$ cat src/rtl/prog_clock_divider_pkg.sv
// Shared constants, types and helpers for the programmable clock divider.
package clk_div_pkg;

  localparam int          CNT_W        = 32;
  localparam int unsigned DEFAULT_HALF = 32'd5_000_000;

  // A single channel still needs a one-bit index so the config port stays uniform.
  function automatic int ch_idx_w(input int num_ch);
    return (num_ch <= 1) ? 1 : $clog2(num_ch);
  endfunction

  typedef struct packed {
    logic [CNT_W-1:0] half;
    logic             pending;
  } ch_cfg_t;

endpackage

$ cat src/rtl/prog_clock_divider_if.sv
// Config write port: valid/ready handshake plus a one-cycle error pulse.
interface prog_clock_divider_if
  import clk_div_pkg::*;
#(
  parameter int NUM_CH = 4,
  parameter int CNT_W  = clk_div_pkg::CNT_W
);
  localparam int IDX_W = ch_idx_w(NUM_CH);

  logic             valid;
  logic [IDX_W-1:0] ch;
  logic [CNT_W-1:0] half;
  logic             ready;
  logic             err;

  modport master (output valid, ch, half, input ready, err);
  modport slave  (input valid, ch, half, output ready, err);
endinterface

$ cat src/rtl/prog_clock_divider_channel.sv
// One divider channel: half-period counter, divided clock, tick, and a
// shadow half-period that takes effect only at a wrap or sync.
module clk_div_channel
  import clk_div_pkg::*;
#(
  parameter int               CNT_W        = clk_div_pkg::CNT_W,
  parameter logic [CNT_W-1:0] DEFAULT_HALF = CNT_W'(clk_div_pkg::DEFAULT_HALF)
) (
  input  logic             i_clk,
  input  logic             i_reset_n,
  input  logic             i_enable,
  input  logic             i_sync,
  input  logic             i_load,
  input  logic [CNT_W-1:0] i_load_half,
  output logic             o_pending,
  output logic             o_clk,
  output logic             o_tick
);

  logic [CNT_W-1:0] half_q;
  logic [CNT_W-1:0] shadow_q;
  logic             pending_q;
  logic [CNT_W-1:0] cnt_q;
  logic             clk_q;
  logic             tick_q;
  logic             wrap;

  assign wrap = (cnt_q == (half_q - CNT_W'(1)));

  always_ff @(posedge i_clk or negedge i_reset_n) begin
    if (!i_reset_n) begin
      half_q    <= DEFAULT_HALF;
      shadow_q  <= '0;
      pending_q <= 1'b0;
      cnt_q     <= '0;
      clk_q     <= 1'b0;
      tick_q    <= 1'b0;
    end else begin
      if (i_enable && i_sync) begin
        cnt_q  <= '0;
        clk_q  <= 1'b0;
        tick_q <= 1'b0;
        if (pending_q) begin
          half_q    <= shadow_q;
          pending_q <= 1'b0;
        end
      end else if (!i_enable) begin
        cnt_q  <= '0;
        clk_q  <= 1'b0;
        tick_q <= 1'b0;
      end else if (wrap) begin
        cnt_q  <= '0;
        clk_q  <= ~clk_q;
        tick_q <= 1'b1;
        if (pending_q) begin
          half_q    <= shadow_q;
          pending_q <= 1'b0;
        end
      end else begin
        cnt_q  <= cnt_q + CNT_W'(1);
        tick_q <= 1'b0;
      end
      // A load is only accepted while not pending, so it never races the apply above.
      if (i_load) begin
        if (i_enable) begin
          shadow_q  <= i_load_half;
          pending_q <= 1'b1;
        end else begin
          half_q <= i_load_half;
        end
      end
    end
  end

  assign o_pending = pending_q;
  assign o_clk     = clk_q;
  assign o_tick    = tick_q;

endmodule

$ cat src/rtl/prog_clock_divider.sv
// Multi-channel programmable clock divider: config decode, ready mux and
// error flag around one clk_div_channel per output.
module prog_clock_divider
  import clk_div_pkg::*;
#(
  parameter int               NUM_CH       = 4,
  parameter int               CNT_W        = clk_div_pkg::CNT_W,
  parameter logic [CNT_W-1:0] DEFAULT_HALF = CNT_W'(clk_div_pkg::DEFAULT_HALF)
) (
  input  logic              i_clk,
  input  logic              i_reset_n,
  input  logic [NUM_CH-1:0] i_enable,
  input  logic              i_sync,
  prog_clock_divider_if.slave cfg,
  output logic [NUM_CH-1:0] o_clk,
  output logic [NUM_CH-1:0] o_tick
);

  localparam int IDX_W  = ch_idx_w(NUM_CH);
  localparam int PEND_W = 1 << IDX_W;

  logic [NUM_CH-1:0] pending;
  logic [NUM_CH-1:0] load;
  logic [PEND_W-1:0] pend_ext;
  logic              ready_c;
  logic              accept;
  logic              illegal;
  logic              err_q;

  // Indices past the last channel read as not pending, so they are always ready.
  always_comb begin
    pend_ext               = '0;
    pend_ext[NUM_CH-1:0]   = pending;
  end

  assign ready_c = ~pend_ext[cfg.ch];
  assign accept  = cfg.valid & ready_c;
  assign illegal = (cfg.half == '0) ||
                   ({{(32-IDX_W){1'b0}}, cfg.ch} >= 32'(NUM_CH));

  always_ff @(posedge i_clk or negedge i_reset_n) begin
    if (!i_reset_n) begin
      err_q <= 1'b0;
    end else begin
      err_q <= accept & illegal;
    end
  end

  assign cfg.ready = ready_c;
  assign cfg.err   = err_q;

  for (genvar n = 0; n < NUM_CH; n++) begin : g_ch
    assign load[n] = accept & ~illegal & (cfg.ch == IDX_W'(n));

    clk_div_channel #(
      .CNT_W        (CNT_W),
      .DEFAULT_HALF (DEFAULT_HALF)
    ) u_ch (
      .i_clk       (i_clk),
      .i_reset_n   (i_reset_n),
      .i_enable    (i_enable[n]),
      .i_sync      (i_sync),
      .i_load      (load[n]),
      .i_load_half (cfg.half),
      .o_pending   (pending[n]),
      .o_clk       (o_clk[n]),
      .o_tick      (o_tick[n])
    );
  end

endmodule

$ cat src/flat_wrapper.sv
// flat-port wrapper written by rule: the top's interface ports become plain ports
module prog_clock_divider_flat import clk_div_pkg::*;
#(
  parameter int               NUM_CH       = 4,
  parameter int               CNT_W        = clk_div_pkg::CNT_W,
  parameter logic [CNT_W-1:0] DEFAULT_HALF = CNT_W'(clk_div_pkg::DEFAULT_HALF)
)
  (i_clk, i_reset_n, i_enable, i_sync, o_clk, o_tick, cfg_valid, cfg_ch, cfg_half, cfg_ready, cfg_err);
  prog_clock_divider_if #(.NUM_CH(NUM_CH), .CNT_W(CNT_W)) cfg_i ();
  input  logic i_clk;
  input  logic i_reset_n;
  input  logic [NUM_CH-1:0] i_enable;
  input  logic i_sync;
  output logic [NUM_CH-1:0] o_clk;
  output logic [NUM_CH-1:0] o_tick;
  input wire logic [$bits(cfg_i.valid)-1:0] cfg_valid;
  input wire logic [$bits(cfg_i.ch)-1:0] cfg_ch;
  input wire logic [$bits(cfg_i.half)-1:0] cfg_half;
  output wire logic [$bits(cfg_i.ready)-1:0] cfg_ready;
  output wire logic [$bits(cfg_i.err)-1:0] cfg_err;
  assign cfg_i.valid = cfg_valid;
  assign cfg_i.ch = cfg_ch;
  assign cfg_i.half = cfg_half;
  assign cfg_ready = cfg_i.ready;
  assign cfg_err = cfg_i.err;
  prog_clock_divider #(.NUM_CH(NUM_CH), .CNT_W(CNT_W), .DEFAULT_HALF(DEFAULT_HALF)) u_core (.i_clk(i_clk), .i_reset_n(i_reset_n), .i_enable(i_enable), .i_sync(i_sync), .cfg(cfg_i), .o_clk(o_clk), .o_tick(o_tick));
endmodule
$ cat config.mk
export PLATFORM = sky130hd
export DESIGN_NAME = prog_clock_divider_flat
export DESIGN_NICKNAME = d
export VERILOG_FILES = /design/src/rtl/prog_clock_divider_pkg.sv /design/src/rtl/prog_clock_divider_if.sv /design/src/rtl/prog_clock_divider_channel.sv /design/src/rtl/prog_clock_divider.sv /design/src/flat_wrapper.sv
export SDC_FILE = /design/constraint.sdc
export NUM_CORES = 1
export LEC_CHECK = 0
export BUFFER_PORTS_ARGS = -buffer_cell sky130_fd_sc_hd__buf_2
export CORE_UTILIZATION = 57
export CTS_BUF_LIST = sky130_fd_sc_hd__clkbuf_16
export DETAILED_ROUTE_END_ITERATION = 7
export HOLD_SLACK_MARGIN = 0.15
export PLACE_DENSITY_LB_ADDON = 0.25
export SYNTH_ARGS = -nofsm -noshare
export SYNTH_HDL_FRONTEND = slang
export SYNTH_HIERARCHICAL = 1
export SYNTH_SLANG_ARGS = --single-unit
$ cat constraint.sdc
create_clock -name i_clk -period 3.5 [get_ports i_clk]
set_input_delay 0.7 -clock i_clk [delete_from_list [all_inputs] [get_ports i_clk]]
set_output_delay 0.7 -clock i_clk [all_outputs]
set_load 0.01 [all_outputs]
==> summary.txt <==
Drt
  – Vias per cell: 6.26
  – Total detailed-routing wirelength: 62,500 um
  – Total vias in the final route: 18,605
  – Drc violations: 1
  – Drt first pass iters: 7
  – Initial DRC count: 1,195
  – Routed WL per cell: 21.0 um
  – Antenna-violating nets left: 0

STA
  – RSZ-0062 raised after global routing: yes
  – Transition time at the pin with the least slew margin: 0.805 ns
  – Final-report max-slew violation count: 0
  – Fin Hold WS: 0.505 ns
  – Crit share post-route: 1.03
  – Accumulated negative setup slack: -3.64 ns
  – Max Clock Freq: 277 MHz
  – Worst slew margin relative to its limit: 0.456
  – Final setup slack of the worst path: -0.114 ns
  – Final count of negative-setup-slack endpoints: 62
  – Tmin final: 3.61 ns
  – Final hold violation count: 0
  – Largest clock skew in the final design: 0.0248 ns

Critical path
  – CP Launch Type: register
  – Standard cell with the maximum stage delay on the critical path: or4_4
  – Setup Crit Path Kind: reg2reg
  – Peak per-stage delay on the critical path: 0.59 ns
  – Required time of the critical path: 3.94 ns
  – Largest fanout on the critical path: 8
  – Crit end category: register
  – Arrival time worst endpoint: 4.05 ns
  – Cell Chain, Critical Path: inv_2, ha_4, or4b_4, or3_4, a2111o_1, a22oi_1, nand4_1, or4_4, buf_6, o211a_4, a221o_1

Layout
  – Inserted Diodes: 0
  – Layout cells sized above 1: 0.229
  – Nets: 2,470
  – P&R area growth vs syn: 17.5%

Power
  – Total leakage power: 11.0 nW
  – Int Power: 0.0115 W
  – Switching power: 0.00604 W
  – Switching portion of total power: 0.343
  – Largest voltage drop on the vdd net: 429 uV
  – Power share of the combinational group: 0.333
  – Sequential share of power: 0.385
  – Power share of the clock group: 0.282
  – Ratio of total power to cell area: 664 nW/um^2

Flow run
  – Number of maximum-capacitance violations: 0

GRT
  – Number of antenna violations at the first check in global routing: 0
  – Global route total overflow: 0
  – Number of global-route vias before repair: 18,485
  – Overall routing resource usage: 0.313
  – Wire length of the first global-routing pass: 101,000 um
  – Largest net degree at the start of global routing: 84

Clock tree
  – Clock sink total: 397
  – CTS tree: built
  – Clock-pin transition on the worst setup and hold timing paths: 0.06 ns
  – H-tree levels: 2
  – Max Root-Sink Buffers: 3
  – Buffer type at the clock tree root: clkbuf_16
  – Clock buffer count from CTS: 44
  – Clock latency reported for the late side of the worst-skew pair: 0.58 ns

Floorplanning
  – Placeable Area: 38,800 sq um
  – Die area: 40,300 sq um
  – Number of placement rows: 72
  – Width of the die: 201 um
  – Top-level port count: 52
  – Vertical die dimension: 201 um
  – Initial cell density of the core: 0.580

Yosys
  – Fraction of synthesized cell area taken by the top area cell type: 0.406
  – Synth unique cells: 77
  – #FFs+latches synth: 397
  – Average footprint of a synthesized cell: 10.0 sq um
  – Warning count from the yosys run: 6
  – Synth Flop Type: dfrtp_1
  – Sequential-to-total area share from yosys stat: 0.443
  – Biggest area contributors in the synthesized netlist: dfrtp_1 (41%), mux2_2 (6.4%), xnor2_1 (5.5%)
  – Share of flip-flops with an asynchronous set or reset: 1.00
  – Most area-hungry cell type in the Yosys netlist: dfrtp_1
  – Instance count of the mapped netlist: 2,253
  – Post-synth design cell area: 22,500 sq um
  – Net count after synthesis: 2,303
  – Number of enable flip-flop cells after synthesis: 0

Hold path
  – Classification of the worst-slack hold path: reg2reg

Run status
  – Outcome: finished, violations left
  – Violations in the final reports: design-rule violations, negative setup slack

Placed design
  – Number of buffer cells added on primary ports: 51
  – DP HPWL: 42,200 um
  – Final weighted congestion in routability-driven placement: 0.867
## worst max-delay path, delay by kind of cell (launching register included)
family | cells | cell delay, ns
compound gates | 4 | 1.16
fa+ha+maj | 1 | 0.13
buf+inv | 2 | 0.23
flops | 1 | 0.39
simple gates | 4 | 1.54
## path summary, 6_finish.rpt
kind / cells past startpoint / to / start / slack (ns)
max in group asynchronous: 3 / u_core/g_ch[3].u_ch/half_q[22] / i_reset_n / 1.93
min in group asynchronous: 2 / u_core/g_ch[0].u_ch/cnt_q[9] / i_reset_n / 0.69
setup reg to reg: 11 / u_core/g_ch[1].u_ch/half_q[2] / u_core/g_ch[1].u_ch/half_q[1] / -0.11
hold / removal: 1 / u_core/g_ch[1].u_ch/shadow_q[1] / u_core/g_ch[1].u_ch/shadow_q[1] / 0.51
hold reg to reg: 1 / u_core/g_ch[1].u_ch/shadow_q[1] / u_core/g_ch[1].u_ch/shadow_q[1] / 0.51
setup / recovery: 11 / u_core/g_ch[1].u_ch/half_q[2] / u_core/g_ch[1].u_ch/half_q[1] / -0.11
## cells in the mapped netlist (42+ instances only)
cell type,count
dfrtp_1,365
nor2_1,216
nand2_1,161
xnor2_1,142
xor2_1,140
mux2_2,128
clkbuf_1,78
o21ai_0,74
a31oi_1,68
a32o_1,68
nand3_1,64
a221o_1,62
and2_1,62
nor3_1,52
nor4_1,42
## kinds of logic (layout without fill, tap and decap cells)
family / Yosys count / count (layout) / share of synthesized area
AO/OA/AOI/OAI: 410 / 415 / 0.142
XOR/XNOR: 282 / 282 / 0.110
adder cells (fa/ha/maj): 8 / 8 / 0.00444
buffers and inverters: 167 / 364 / 0.0332
flip-flops: 397 / 397 / 0.443
multiplexers: 139 / 139 / 0.0694
AND/OR/NAND/NOR: 850 / 850 / 0.199
## final cells by class
class / instances / area [sq um]
fill: 2970 / 12400
multi-input combinational: 1694 / 12100
sequential: 397 / 9970
timing repair buffer: 252 / 2080
clock buffer: 44 / 1100
tap: 518 / 648
clock inverter: 37 / 430
inverter: 31 / 116
## stage by stage
stage          utilization  std cells  setup WS, ns  total power [W]  instance area (sq um)
6_report             0.682       2973        -0.114           0.0176                  26500
5_1_grt              0.682       2973        -0.204           0.0185                  26500
4_1_cts              0.677       2963       -0.0840           0.0175                  26300
3_5_place_dp         0.627       2860        -0.170           0.0124                  24300
3_3_place_gp         0.627       2860        -0.127           0.0122                  24300
2_1_floorplan            -       2253       -0.0366           0.0103                  22600
## state kept, by name, indices dropped and copies added (netlist names)
register / count
u_core/g_ch.u_ch/shadow_q: 128
u_core/g_ch.u_ch/cnt_q: 128
u_core/g_ch.u_ch/o_tick: 4
u_core/g_ch.u_ch/o_pending: 4
u_core/cfg.err: 1
u_core/g_ch.u_ch/o_clk: 4
u_core/g_ch.u_ch/half_q: 128
## power groups by stage
stage,Sequential [W],Combinational [W],Clock [W]
floorplan,0.00653,0.00373,0
global placement,0.00670,0.00546,0
detailed placement,0.00675,0.00561,0
CTS,0.00671,0.00572,0.00505
global route,0.00690,0.00640,0.00523
finish,0.00677,0.00586,0.00495
## placed cells by master (no fill, tap or decap), types with 18 or more instances in the layout
| cell type | netlist | routed |
|---|---|---|
| nand2_1 | 161 | 161 |
| xnor2_1 | 142 | 142 |
| o21ai_0 | 74 | 73 |
| a32o_1 | 68 | 68 |
| nor2_1 | 216 | 215 |
| and2_1 | 62 | 62 |
| clkbuf_16 | 0 | 46 |
| inv_1 | 31 | 38 |
| nor3_1 | 52 | 44 |
| or4_1 | 30 | 26 |
| nor2b_1 | 22 | 20 |
| xor2_1 | 140 | 140 |
| nand4_1 | 40 | 40 |
| or3_1 | 28 | 26 |
| mux2_2 | 128 | 128 |
| a31oi_1 | 68 | 68 |
| nand3_1 | 64 | 64 |
| and3_1 | 33 | 33 |
| buf_2 | 24 | 50 |
| dfstp_2 | 32 | 32 |
| nor4_1 | 42 | 41 |
| dfrtp_1 | 365 | 365 |
| a221o_1 | 62 | 62 |
| nand2b_1 | 22 | 22 |
| buf_4 | 12 | 169 |
| a21oi_1 | 18 | 18 |
## routing by layer
metal / track usage / share of wire
met1: 0.444 / 0.45
met2: 0.488 / 0.46
met3: 0.0388 / 0.052
met4: 0.125 / 0.040
met5: 0 / 0
## repair_timing
item,CTS,global route
gates resized for setup,31,33
setup endpoints to repair,71,187
pin swaps,1,14
setup buffers,12,11
hold buffers,1,0
endpoints found under the hold margin,56,0
cloned,9,3
(Power assumes the default switching activity.)
